`src/rtl/counter_pkg.sv`:
```
// Shared types and constants for the counter run/direction controller.
package counter_pkg;

    typedef enum logic [1:0] {
        IDLE = 2'd0,
        UP   = 2'd1,
        DOWN = 2'd2
    } ctrl_state_t;

    localparam logic DIR_UP   = 1'b1;
    localparam logic DIR_DOWN = 1'b0;

endpackage

```
`src/rtl/btn_debounce.sv`:
```
// Push-button conditioner: 2-flop synchroniser, stability counter, press pulse.
module btn_debounce #(
    parameter int unsigned DEBOUNCE = 16
) (
    input  logic clk,
    input  logic reset,
    input  logic btn_raw,
    output logic level,
    output logic press
);

    localparam int unsigned CW = (DEBOUNCE > 1) ? $clog2(DEBOUNCE) : 1;
    localparam logic [CW-1:0] CNT_MAX = CW'(DEBOUNCE - 1);

    logic          sync1;
    logic          sync2;
    logic          level_q;
    logic [CW-1:0] cnt;

    // Bring the raw button into the clk domain.
    always_ff @(posedge clk or posedge reset) begin
        if (reset) begin
            sync1 <= 1'b0;
            sync2 <= 1'b0;
        end else begin
            sync1 <= btn_raw;
            sync2 <= sync1;
        end
    end

    // Accept a new level only after it has differed for DEBOUNCE consecutive cycles.
    always_ff @(posedge clk or posedge reset) begin
        if (reset) begin
            cnt   <= '0;
            level <= 1'b0;
        end else if (sync2 == level) begin
            cnt <= '0;
        end else if (cnt == CNT_MAX) begin
            level <= sync2;
            cnt   <= '0;
        end else begin
            cnt <= cnt + CW'(1);
        end
    end

    // One-cycle pulse on the accepted 0->1 transition; releases are silent.
    always_ff @(posedge clk or posedge reset) begin
        if (reset) begin
            level_q <= 1'b0;
            press   <= 1'b0;
        end else begin
            level_q <= level;
            press   <= level & ~level_q;
        end
    end

endmodule

```
`src/rtl/counter_ctrl.sv`:
```
// Run/direction sequencer for counter_top with optional ping-pong auto-reverse.
module counter_ctrl
    import counter_pkg::*;
#(
    parameter int unsigned WIDTH    = 4,
    parameter int unsigned DEBOUNCE = 16
) (
    input  logic             clk,
    input  logic             reset,
    input  logic             btn_run,
    input  logic             btn_dir,
    input  logic             bounce_en,
    input  logic [WIDTH-1:0] count,
    output logic             enable,
    output logic             dir,
    output logic [1:0]       state
);

    localparam logic [WIDTH-1:0] COUNT_MAX = '1;

    logic        run_press;
    logic        dir_press;
    logic        run_level;
    logic        dir_level;
    logic        unused_levels;

    logic        limit_hit;
    logic        dir_toggle;

    ctrl_state_t state_q;
    ctrl_state_t state_next;
    logic        dir_r;
    logic        dir_next;
    logic        enable_next;

    btn_debounce #(.DEBOUNCE(DEBOUNCE)) u_run_db (
        .clk     (clk),
        .reset   (reset),
        .btn_raw (btn_run),
        .level   (run_level),
        .press   (run_press)
    );

    btn_debounce #(.DEBOUNCE(DEBOUNCE)) u_dir_db (
        .clk     (clk),
        .reset   (reset),
        .btn_raw (btn_dir),
        .level   (dir_level),
        .press   (dir_press)
    );

    // Debounced levels are only needed by the press detectors.
    assign unused_levels = run_level ^ dir_level;

    // Limit detection and the single combined direction toggle.
    always_comb begin
        limit_hit  = bounce_en &&
                     (((state_q == UP)   && (count == COUNT_MAX)) ||
                      ((state_q == DOWN) && (count == '0)));
        dir_toggle = dir_press | limit_hit;
    end

    // Next state, next direction and next enable.
    always_comb begin
        state_next  = state_q;
        dir_next    = dir_r ^ dir_toggle;
        enable_next = 1'b0;
        case (state_q)
            IDLE: begin
                if (run_press) begin
                    state_next = (dir_next == DIR_UP) ? UP : DOWN;
                end
            end
            UP: begin
                if (run_press) begin
                    state_next = IDLE;
                end else if (dir_toggle) begin
                    state_next = DOWN;
                end
            end
            DOWN: begin
                if (run_press) begin
                    state_next = IDLE;
                end else if (dir_toggle) begin
                    state_next = UP;
                end
            end
            default: begin
                state_next = IDLE;
            end
        endcase
        enable_next = (state_next == UP) || (state_next == DOWN);
    end

    // State, direction and enable registers; outputs come straight from flops.
    always_ff @(posedge clk or posedge reset) begin
        if (reset) begin
            state_q <= IDLE;
            dir_r   <= DIR_UP;
            enable  <= 1'b0;
        end else begin
            state_q <= state_next;
            dir_r   <= dir_next;
            enable  <= enable_next;
        end
    end

    assign dir   = dir_r;
    assign state = 2'(state_q);

endmodule

```
`config.mk`:
```
export PLATFORM = sky130hd
export DESIGN_NAME = counter_ctrl
export DESIGN_NICKNAME = d
export VERILOG_FILES = /design/src/rtl/counter_pkg.sv /design/src/rtl/btn_debounce.sv /design/src/rtl/counter_ctrl.sv
export SDC_FILE = /design/constraint.sdc
export NUM_CORES = 1
export LEC_CHECK = 0
export CAP_MARGIN = 20
export CORE_UTILIZATION = 43
export DETAILED_ROUTE_END_ITERATION = 10
export PLACE_DENSITY_LB_ADDON = 0.2
export SLEW_MARGIN = 20
export SYNTH_ARGS = -nofsm -noshare
export SYNTH_HDL_FRONTEND = slang
export SYNTH_SLANG_ARGS = --single-unit
```
`constraint.sdc`:
```
create_clock -name clk -period 1.53 [get_ports clk]
set_clock_uncertainty 0.15 [all_clocks]
set_input_delay 0.306 -clock clk [delete_from_list [all_inputs] [get_ports clk]]
set_output_delay 0.306 -clock clk [all_outputs]
set_load 0.02 [all_outputs]
```
==> results.py <==
metrics = {
    "die": {
        "rows": 15,
        "die_y_um": 47.2,
        "start_util_pct": 48.3,
        "die_width_um": 47.2,
        "dieArea_um2": 2230,
        "num_io_pins": 13,
        "core_um2": 1820,
    },
    "yosys": {
        "syn_inst": 68,
        "synth-seq-area-share_pct": 62.7,
        "yosysUniqueCellTypes": 26,
        "synth_warnings": 0,
        "synthAdderAreaFrac_pct": 2.84,
        "ys_ff_latch": 22,
        "synth_top_family_by_area": "simple AND/OR/NAND/NOR gates",
        "synth_edf_count": 0,
        "synth.cell_area_um2": 880,
        "netlist.area_leader.share_pct": 59.7,
        "yosys.area_share.simple_pct": 12.5,
        "synth-async-reset-ratio_pct": 100,
        "synth_ff_type": "dfrtp_1",
        "synth_nets": 79,
        "synth_top_area_cell": "dfrtp_1",
        "synth_compound_area_share_pct": 9.25,
        "synth_xor_xnor_area_share_pct": 5.97,
        "synthMuxAreaShare_pct": 4.98,
        "yosys-top-cells-area": "dfrtp_1 (60%), xnor2_1 (5.0%), mux2_2 (3.8%)",
        "syn_area_per_cell_um2": 12.9,
    },
    "pwr": {
        "p_per_area_nw_per_um2": 1260,
        "power_frac_seq_pct": 45.2,
        "ir_drop_uv": 870,
        "internal-power_mw": 1.13,
        "clockPowerShare_pct": 28.1,
        "comb_power_share_pct": 26.7,
        "switching_power_uw": 411,
        "switching_share_pct": 26.7,
        "leakagePower_nw": 0.550,
    },
    "drt": {
        "wl_per_cell_um": 13.7,
        "drcViolationCount": 0,
        "via_per_inst": 5.20,
        "wl_mm": 1.62,
        "drtIter0Drc": 1,
        "vias": 614,
        "dr.pass1.iters": 3,
        "drtAntennaViolNets": 0,
    },
    "placement": {
        "hpwl_mm": 1.14,
        "io_buffers": 12,
        "place.gp.congestion": 0.720,
        "dp_cells": 113,
        "place_area_um2": 1140,
    },
    "setup_path": {
        "critical_path.max_fanout": 4,
        "setup.worst_path.start_class": "register",
        "critPathMaxStageDelay_ps": 460,
        "cp-end-kind": "register",
        "worstPathRequired_ps": 1580,
        "crit_chain": "nor2b_4 -> a31oi_4 -> o31ai_4 -> xor2_2 -> buf_4 -> a21o_1",
        "cp.arrival_ps": 1670,
        "cp_slowest_cell": "dfrtp_2",
        "r2r_cells": 6,
        "critical_path_class": "reg2reg",
    },
    "layout": {
        "num-nets-final": 105,
        "final_cells": 118,
        "area_growth_pct": 38.8,
        "drive_above_1_share_pct": 30.1,
        "final_util_pct": 67.1,
        "postLayoutCellArea_um2": 1220,
        "nFillCells": 138,
        "num_antenna_cells": 0,
    },
    "clock_network": {
        "clk_pin_slew_ps": 120,
        "clock_latency_ps": 300,
        "cts_tree": "done",
        "clock-root-buffer": "clkbuf_4",
        "hold_buffers": 0,
        "clockBufferDepth": 2,
        "cts_sinks": 22,
        "cts_buffers": 3,
        "cts_max_level": 1,
    },
    "grt": {
        "grt_use_total_pct": 18.6,
        "grt-ovfl-total": 0,
        "grt_pass1_vias": 639,
        "grt_max_degree": 14,
        "antenna_found_initial": 0,
        "grt_pass1_wl_mm": 2.66,
    },
    "timing": {
        "final-hold-violation-count": 0,
        "timing.final.ws_setup_ps": -82.2,
        "final_max_slew_viol_count": 0,
        "fin_crit_sh_pct": 105,
        "setup_viol": 4,
        "min_period_ps": 1610,
        "worst_pin_slew_ps": 432,
        "timing.fmax_mhz": 620,
        "grt_setup_unrepaired": "yes",
        "relSlewSlack_pct": 71.1,
        "hold-worst-slack_ps": 88.7,
    },
    "worst_hold_path": {
        "hp-class": "in2async",
    },
    "outcome": {
        "status": "finished with violations",
        "violations": "negative setup slack",
    },
    "job": {
        "max-cap-violations": 0,
    },
}
## path summary, 6_finish.rpt
| kind | start | endpoint | slack (ps) |
|---|---|---|---|
| max reg2reg | state[1] | state[0] | -80 |
| max in group asynchronous | reset | state[0] | 710 |
| min reg2reg | u_run_db.sync1 | u_run_db.sync2 | 220 |
| max | state[1] | state[0] | -80 |
| min | reset | u_run_db.cnt[2] | 90 |
| min in group clk | u_run_db.sync1 | u_run_db.sync2 | 220 |
## worst max-delay path: cells and delay by family, from the launching register on
| family | cells | cell delay [ps] |
|---|---|---|
| buffers and inverters | 1 | 170 |
| AOI/OAI and AO/OA | 3 | 420 |
| DFF | 1 | 460 |
| xor gates and xnor gates | 1 | 180 |
| and+or+nand+nor | 1 | 150 |
## layout by cell type, fill, tap and decap left out, types with 2 or more instances in the layout
cell / Yosys / layout
a21oi_1: 4 / 4
buf_4: 0 / 8
clkbuf_4: 0 / 3
clkdlybuf4s50_1: 0 / 3
dfrtp_1: 21 / 19
dfrtp_2: 0 / 2
dlygate4sd2_1: 0 / 7
ha_1: 2 / 2
inv_1: 4 / 4
mux2_2: 3 / 2
nand3_1: 2 / 2
nand4b_1: 2 / 2
nor2_1: 2 / 2
nor2b_1: 5 / 4
nor3b_1: 2 / 2
o21ai_0: 2 / 2
xnor2_1: 5 / 5
## routing by layer
| metal | global-route usage, % | vias to the layer above | share of wire [%] |
|---|---|---|---|
| met2 | 34.2 | 18 | 52 |
| met1 | 18.2 | 304 | 40 |
| met3 | 5.77 | 4 | 4.6 |
| li1 | - | 288 | - |
| met5 | 0 | - | 0 |
| met4 | 10.3 | 0 | 2.8 |
## cell families (layout without fill, tap and decap cells)
logic type               after synthesis  after routing
multiplexers                           4              4
buffers and inverters                  4             29
flip-flops                            22             22
AO/OA/AOI/OAI                         12             12
AND/OR/NAND/NOR                       18             18
adder cells (fa/ha/maj)                2              2
XOR/XNOR                               6              6
## cell usage after synthesis, drive strengths merged, types with 2 or more instances
library cell	instances
o21ai	2
nor2b	5
mux2	3
inv	4
nand3	2
xnor2	5
nor3b	2
ha	2
dfrtp	21
nor2	2
nand4b	2
a21oi	4
## state kept, by name (all words and copies together), names as in the netlist
signal	cells
u_run_db.level	1
u_run_db.sync1	1
u_run_db.press	1
u_dir_db.cnt	4
u_run_db.cnt	4
u_run_db.sync2	1
dir	1
state	2
u_dir_db.press	1
u_dir_db.level_q	1
u_dir_db.sync2	1
u_dir_db.sync1	1
u_run_db.level_q	1
u_dir_db.level	1
enable	1
## stage by stage
| step | total power, mW | worst slack [ps] | TNS, ps |
|---|---|---|---|
| 2_1_floorplan | 0.883 | -64.2 | -75.2 |
| 3_3_place_gp | 1.07 | -549 | -1540 |
| 3_5_place_dp | 1.08 | -553 | -1550 |
| 4_1_cts | 1.54 | -159 | -386 |
| 5_1_grt | 1.63 | -148 | -460 |
| 6_report | 1.54 | -82.2 | -177 |
## power groups by stage
stage          sequential [mW]  combinational (mW)  clock (mW)
5_1_grt                  0.707               0.445       0.474
3_5_place_dp             0.710               0.371           0
3_3_place_gp             0.705               0.366           0
4_1_cts                  0.697               0.389       0.451
2_1_floorplan            0.761               0.122           0
6_report                 0.695               0.411       0.432
## final cells by class
class	count	area, um^2	area share (%)
timing repair buffer	21	178	14.5
multi-input combinational	42	390	32.0
clock inverter	1	30.0	2.46
tap	25	31.3	2.56
inverter	4	15.0	1.23
clock buffer	3	22.5	1.84
sequential	22	554	45.4
## repair_timing
action,4_1_cts,5_1_grt
pin swaps,6,3
buffers inserted,2,0
cloned,0,0
resized for setup,15,3
setup endpoints to repair,7,5
Note: power is estimated with default switching activity, not from simulation.
